===== src/rtl/mips_step_ctrl_pkg.sv =====
// Shared definitions for the mips run/single-step controller: FSM state encoding
// and sizing helpers used by the filter and the top level.
package mips_step_ctrl_pkg;

  // Encoding shared with the core debug logic and benches.
  localparam logic [1:0] ST_HOLD   = 2'd0;
  localparam logic [1:0] ST_BURST  = 2'd1;
  localparam logic [1:0] ST_RUN    = 2'd2;
  localparam logic [1:0] ST_HALTED = 2'd3;

  typedef enum logic [1:0] {
    StHold   = ST_HOLD,
    StBurst  = ST_BURST,
    StRun    = ST_RUN,
    StHalted = ST_HALTED
  } step_state_e;

  // Counter width able to hold 0..n-1, never narrower than one bit.
  function automatic int unsigned cnt_width(int unsigned n);
    int unsigned w;
    w = 1;
    while ((n > 1) && ((32'd1 << w) < n)) begin
      w = w + 1;
    end
    return w;
  endfunction

endpackage


===== src/rtl/mips_input_filter.sv =====
// Two-flop synchroniser followed by a debounce counter: a new level is accepted
// only after it has been seen for DEBOUNCE_CYCLES consecutive synchronised samples.
module mips_input_filter
  import mips_step_ctrl_pkg::*;
#(
  parameter int unsigned DEBOUNCE_CYCLES = 2
) (
  input  logic clock,
  input  logic reset,
  input  logic in,
  output logic filt
);

  localparam int unsigned CntW = cnt_width(DEBOUNCE_CYCLES);
  localparam logic [CntW-1:0] CntMax = CntW'(DEBOUNCE_CYCLES - 1);

  logic            s1_q;
  logic            s2_q;
  logic            filt_q, filt_d;
  logic [CntW-1:0] cnt_q, cnt_d;

  always_comb begin
    filt_d = filt_q;
    cnt_d  = '0;
    if (s2_q != filt_q) begin
      if (cnt_q == CntMax) begin
        filt_d = s2_q;
      end else begin
        cnt_d = cnt_q + 1'b1;
      end
    end
  end

  always_ff @(posedge clock or negedge reset) begin
    if (!reset) begin
      s1_q   <= 1'b0;
      s2_q   <= 1'b0;
      filt_q <= 1'b0;
      cnt_q  <= '0;
    end else begin
      s1_q   <= in;
      s2_q   <= s1_q;
      filt_q <= filt_d;
      cnt_q  <= cnt_d;
    end
  end

  assign filt = filt_q;

endmodule


===== src/rtl/mips_step_ctrl.sv =====
// Run/single-step controller for the mips core: filters the mode and step inputs,
// drives the core clock enable, latches halt requests and counts enabled cycles.
module mips_step_ctrl
  import mips_step_ctrl_pkg::*;
#(
  parameter int unsigned DEBOUNCE_CYCLES = 2,
  parameter int unsigned STEP_BURST      = 1,
  parameter int unsigned CNT_W           = 16
) (
  input  logic             clock,
  input  logic             reset,
  input  logic             change,
  input  logic             step,
  input  logic             halt,
  output logic             cpu_en,
  output logic             mode_step,
  output logic             halted,
  output logic [CNT_W-1:0] step_count
);

  localparam int unsigned BcntW = cnt_width(STEP_BURST);
  localparam logic [BcntW-1:0] BurstLast = BcntW'(STEP_BURST - 1);

  logic change_filt;
  logic step_filt;
  logic step_filt_q;
  logic step_rise;

  step_state_e      state_q, state_d;
  logic [BcntW-1:0] bcnt_q, bcnt_d;
  logic             cpu_en_q, cpu_en_d;
  logic             halted_q, halted_d;
  logic [CNT_W-1:0] cnt_q, cnt_d;

  mips_input_filter #(
    .DEBOUNCE_CYCLES(DEBOUNCE_CYCLES)
  ) u_change_filter (
    .clock(clock),
    .reset(reset),
    .in   (change),
    .filt (change_filt)
  );

  mips_input_filter #(
    .DEBOUNCE_CYCLES(DEBOUNCE_CYCLES)
  ) u_step_filter (
    .clock(clock),
    .reset(reset),
    .in   (step),
    .filt (step_filt)
  );

  assign step_rise = step_filt & ~step_filt_q;

  always_comb begin
    state_d = state_q;
    bcnt_d  = bcnt_q;
    unique case (state_q)
      StHold: begin
        // Mode is checked first so a step edge cannot sneak a burst into run mode.
        if (!change_filt) begin
          state_d = halt ? StHalted : StRun;
        end else if (step_rise) begin
          state_d = StBurst;
          bcnt_d  = BurstLast;
        end
      end
      StBurst: begin
        if (halt || (bcnt_q == '0)) begin
          state_d = StHold;
        end else begin
          bcnt_d = bcnt_q - 1'b1;
        end
      end
      StRun: begin
        if (halt) begin
          state_d = StHalted;
        end else if (change_filt) begin
          state_d = StHold;
        end
      end
      StHalted: begin
        if (change_filt) begin
          state_d = StHold;
        end
      end
      default: state_d = StHold;
    endcase
  end

  always_comb begin
    cpu_en_d = (state_d == StBurst) || (state_d == StRun);
    halted_d = (state_d == StHalted);
    cnt_d    = cpu_en_q ? cnt_q + 1'b1 : cnt_q;
  end

  always_ff @(posedge clock or negedge reset) begin
    if (!reset) begin
      state_q     <= StHold;
      bcnt_q      <= '0;
      cpu_en_q    <= 1'b0;
      halted_q    <= 1'b0;
      cnt_q       <= '0;
      step_filt_q <= 1'b0;
    end else begin
      state_q     <= state_d;
      bcnt_q      <= bcnt_d;
      cpu_en_q    <= cpu_en_d;
      halted_q    <= halted_d;
      cnt_q       <= cnt_d;
      step_filt_q <= step_filt;
    end
  end

  assign cpu_en     = cpu_en_q;
  assign mode_step  = change_filt;
  assign halted     = halted_q;
  assign step_count = cnt_q;

endmodule


===== config.mk =====
export PLATFORM = sky130hd
export DESIGN_NAME = mips_step_ctrl
export DESIGN_NICKNAME = d
export VERILOG_FILES = /design/src/rtl/mips_step_ctrl_pkg.sv /design/src/rtl/mips_input_filter.sv /design/src/rtl/mips_step_ctrl.sv
export SDC_FILE = /design/constraint.sdc
export NUM_CORES = 1
export LEC_CHECK = 0
export CAP_MARGIN = 40
export CORE_MARGIN = 2
export CORE_UTILIZATION = 54
export DETAILED_ROUTE_END_ITERATION = 6
export DONT_BUFFER_PORTS = 1
export GPL_TIMING_DRIVEN = 0
export PLACE_DENSITY = 0.72
export SLEW_MARGIN = 0
export SYNTH_ARGS = -nofsm -noshare
export SYNTH_HDL_FRONTEND = slang
export SYNTH_HIERARCHICAL = 1
export SYNTH_SLANG_ARGS = --single-unit

===== constraint.sdc =====
create_clock -name clock -period 1.28 [get_ports clock]
set_clock_uncertainty 0.1 [all_clocks]
set_input_delay 0.128 -clock clock [delete_from_list [all_inputs] [get_ports clock]]
set_output_delay 0.128 -clock clock [all_outputs]
set_load 0.01 [all_outputs]

==> out/qor.csv <==
stage,metric,value,unit
final_layout,largest_reg_flops,16,
sta,grt_setup_unrepaired,yes,
worst_setup_path,worstSetupStartpointType,register,
synth,synth_area_leaders,"dfrtp_1, xnor2_1, xor2_1, nand4_1, nor2_1",
final_layout,antennaDiodeCount,0,
route,detail_route.iter0.violations,6,
worst_setup_path,critPathRequiredTime,1410,ps
worst_setup_path,critPathMaxFanout,5,
sta,finalHoldViolations,0,
synth,synth_warnings,6,
run,maxCapViolCount,0,
floorplanning,coreArea,0.002170,mm^2
route,drt-vias-per-instance,5.411,
sta,fin_crit_sh,112.4,%
sta,relSlewSlack,82.97,%
synth,synth.most_common_cell,dfrtp_1,
synth,syn_area,0.001210,mm^2
route,wl_per_cell,14.40,um
run_status,violations,setup timing,
synth,synth.avg_cell_area,12.60,um^2
route,via_count,790,
pwr,power,3.120,mW
pwr,switching_share,34.25,%
clock_network,cts_max_level,2,
pwr,p_clk_share,17.9,%
pwr,p_leak,0.6896,nW
grt,grt_usage,18.64,%
final_layout,drive_above_1_share,41.53,%
placement,dp_hpwl,1277,um
synth,yosysTopAreaCellShare,62.05,%
pwr,combPwrFrac,28.6,%
final_layout,area_delta_synth_final,29.47,%
min_path,hp-class,in2reg,
placement,gp_congestion,0.7599,
worst_setup_path,worst-setup-path-type,reg2reg,
grt,grt_antenna_before_repair,0,
clock_network,clock_latency,300,ps
sta,tightest_slew,253.4,ps
clock_network,root_buffer,clkbuf_4,
sta,holdWs,109.1,ps
clock_network,clock-sinks,30,
synth,yosysTopAreaCell,dfrtp_1,
synth,syn_inst,96,
synth,ys.flop_type,dfrtp_1,
sta,fin_ws,-158.6,ps
synth,async_flop_share,100.0,%
floorplanning,start_util,55.77,%
synth,ys_seq_area_share,62.05,%
floorplanning,die_w,51.34,um
sta,setup_violations,12,
placement,io_buffers,0,
worst_setup_path,cp.arrival,1570,ps
grt,grt_overflow,0,
sta,max_freq,0.6951,GHz
grt,grt_pass1_wl,3615,um
sta,slew_viol_final,0,
floorplanning,placementRows,17,
grt,grt_max_degree,31,
pwr,intPower,2.051,mW
synth,synth_cell_types,22,
route,drc,0,
worst_setup_path,crit_path_end_kind,register,
grt,grt_busiest_layer,met2,
floorplanning,fp.dieArea,0.002635,mm^2
run_status,status,"finished, violations left",
route,drt-pass1-iter-count,4,
synth,synth_common_cells,"dfrtp_1, nor2_1, xnor2_1, nand2_1, xor2_1",
grt,grt_util_met2,29.44,%
synth,syn_nets,103,
final_layout,fin_util,72.20,%
clock_network,clk_pin_slew,90,ps
synth,synth-edff-count,0,
route,routed_wl,2102,um
clock_network,numCtsBuffers,5,
final_layout,nets,124,
grt,grt_use_met3,6.140,%
sta,period_needed,1439,ps
pwr,power_frac_seq,53.5,%
pwr,max-vdd-ir-drop,0.001632,V
floorplanning,die_h,51.34,um
clock_network,cts_tree,built,
floorplanning,ios,24,
grt,grt_pass1_vias,825,
clock_network,cts.path.max_buffers,2,
pwr,power.density,1992,mW/mm^2
pwr,p_switching,1.069,mW
synth,ys_seq_elements,30,
route,ant_nets,0,
grt,use_met1,24.51,%
[layout by cell type, fill, tap and decap left out, types with 2 or more instances in the layout]
master and count:
nor3_4 3, nor2b_1 2, buf_6 5, xor2_1 8, buf_4 5, nand2_1 7
clkbuf_1 2, mux2_4 2, nand4_1 6, nor2_4 2, clkbuf_4 5, dlygate4sd3_1 4
dfrtp_2 12, dfrtp_1 18, nor2_1 6, nand3_1 2, xnor2_1 9
[power groups by stage]
| stage | sequential (mW) | combinational [mW] | clock, mW |
|---|---|---|---|
| 6_report | 1.67 | 0.892 | 0.559 |
| 5_1_grt | 1.73 | 0.991 | 0.623 |
| 4_1_cts | 1.66 | 0.751 | 0.587 |
| 3_5_place_dp | 1.62 | 0.562 | 0 |
| 3_3_place_gp | 1.61 | 0.546 | 0 |
| 2_1_floorplan | 1.55 | 0.496 | 0 |
[per-stage QoR]
step	worst slack, ps	std cells	cell area, um^2	setup TNS (ps)
floorplan	-42.52	96	1222	-155.4
global placement	-148.6	124	1257	-816.4
detailed placement	-198.2	124	1257	-1151
CTS	-128.7	142	1471	-876.9
global route	-264.7	146	1567	-2016
finish	-158.6	146	1567	-924.1
[area by class of cell]
type,count,area (um^2)
multi-input cells,65,553.0
repair buffers,14,142.6
flip-flops and latches,30,765.7
plain buffers,1,11.26
well taps,28,35.03
clock buffers,8,58.81
fillers,164,603.1
[routing by layer]
metal | vias to the layer above | share of wire, %
met5 | - | 0
met4 | 0 | 0.67
met3 | 2 | 4.9
met2 | 20 | 49
met1 | 392 | 46
li1 | 376 | -
[path summary, 6_finish.rpt]
check,cells past startpoint,end,slack [ps],from
worst max-delay path,5,step_count[10]$_DFFE_PN0P_,-160,step_count[0]$_DFFE_PN0P_
worst min-delay path,3,state_q[0]$_DFF_PN0_,110,halt
worst max register to register,5,step_count[10]$_DFFE_PN0P_,-160,step_count[0]$_DFFE_PN0P_
worst min register to register,0,u_change_filter/s2_q$_DFF_PN0_,260,u_change_filter/s1_q$_DFF_PN0_
max in group asynchronous,2,step_count[8]$_DFFE_PN0P_,750,reset
min in group asynchronous,2,step_count[13]$_DFFE_PN0P_,160,reset
[critical path: stages, from the launching register on]
cell	delay [ps]
dfrtp_2	470
ha_4	170
nand4_1	180
buf_4	200
nor3_4	110
xor2_1	150
[timing repair]
item	4_1_cts	5_1_grt
setup buffers	5	5
hold endpoints to repair	33	0
pin swaps	4	8
resized for setup	17	15
setup endpoints to repair	12	14
hold buffers	5	0
[cell families (layout without fill, tap and decap cells)]
kind of cell / Yosys count / in the layout / synth area share, %
XOR/XNOR: 17 / 17 / 12.31
flip-flops: 30 / 30 / 62.05
AND/OR/NAND/NOR: 37 / 37 / 15.93
AO/OA/AOI/OAI: 6 / 6 / 3.309
multiplexers: 3 / 3 / 3.413
adder cells (fa/ha/maj): 2 / 2 / 2.068
buffers and inverters: 1 / 23 / 0.9306
(Power assumes the default switching activity.)
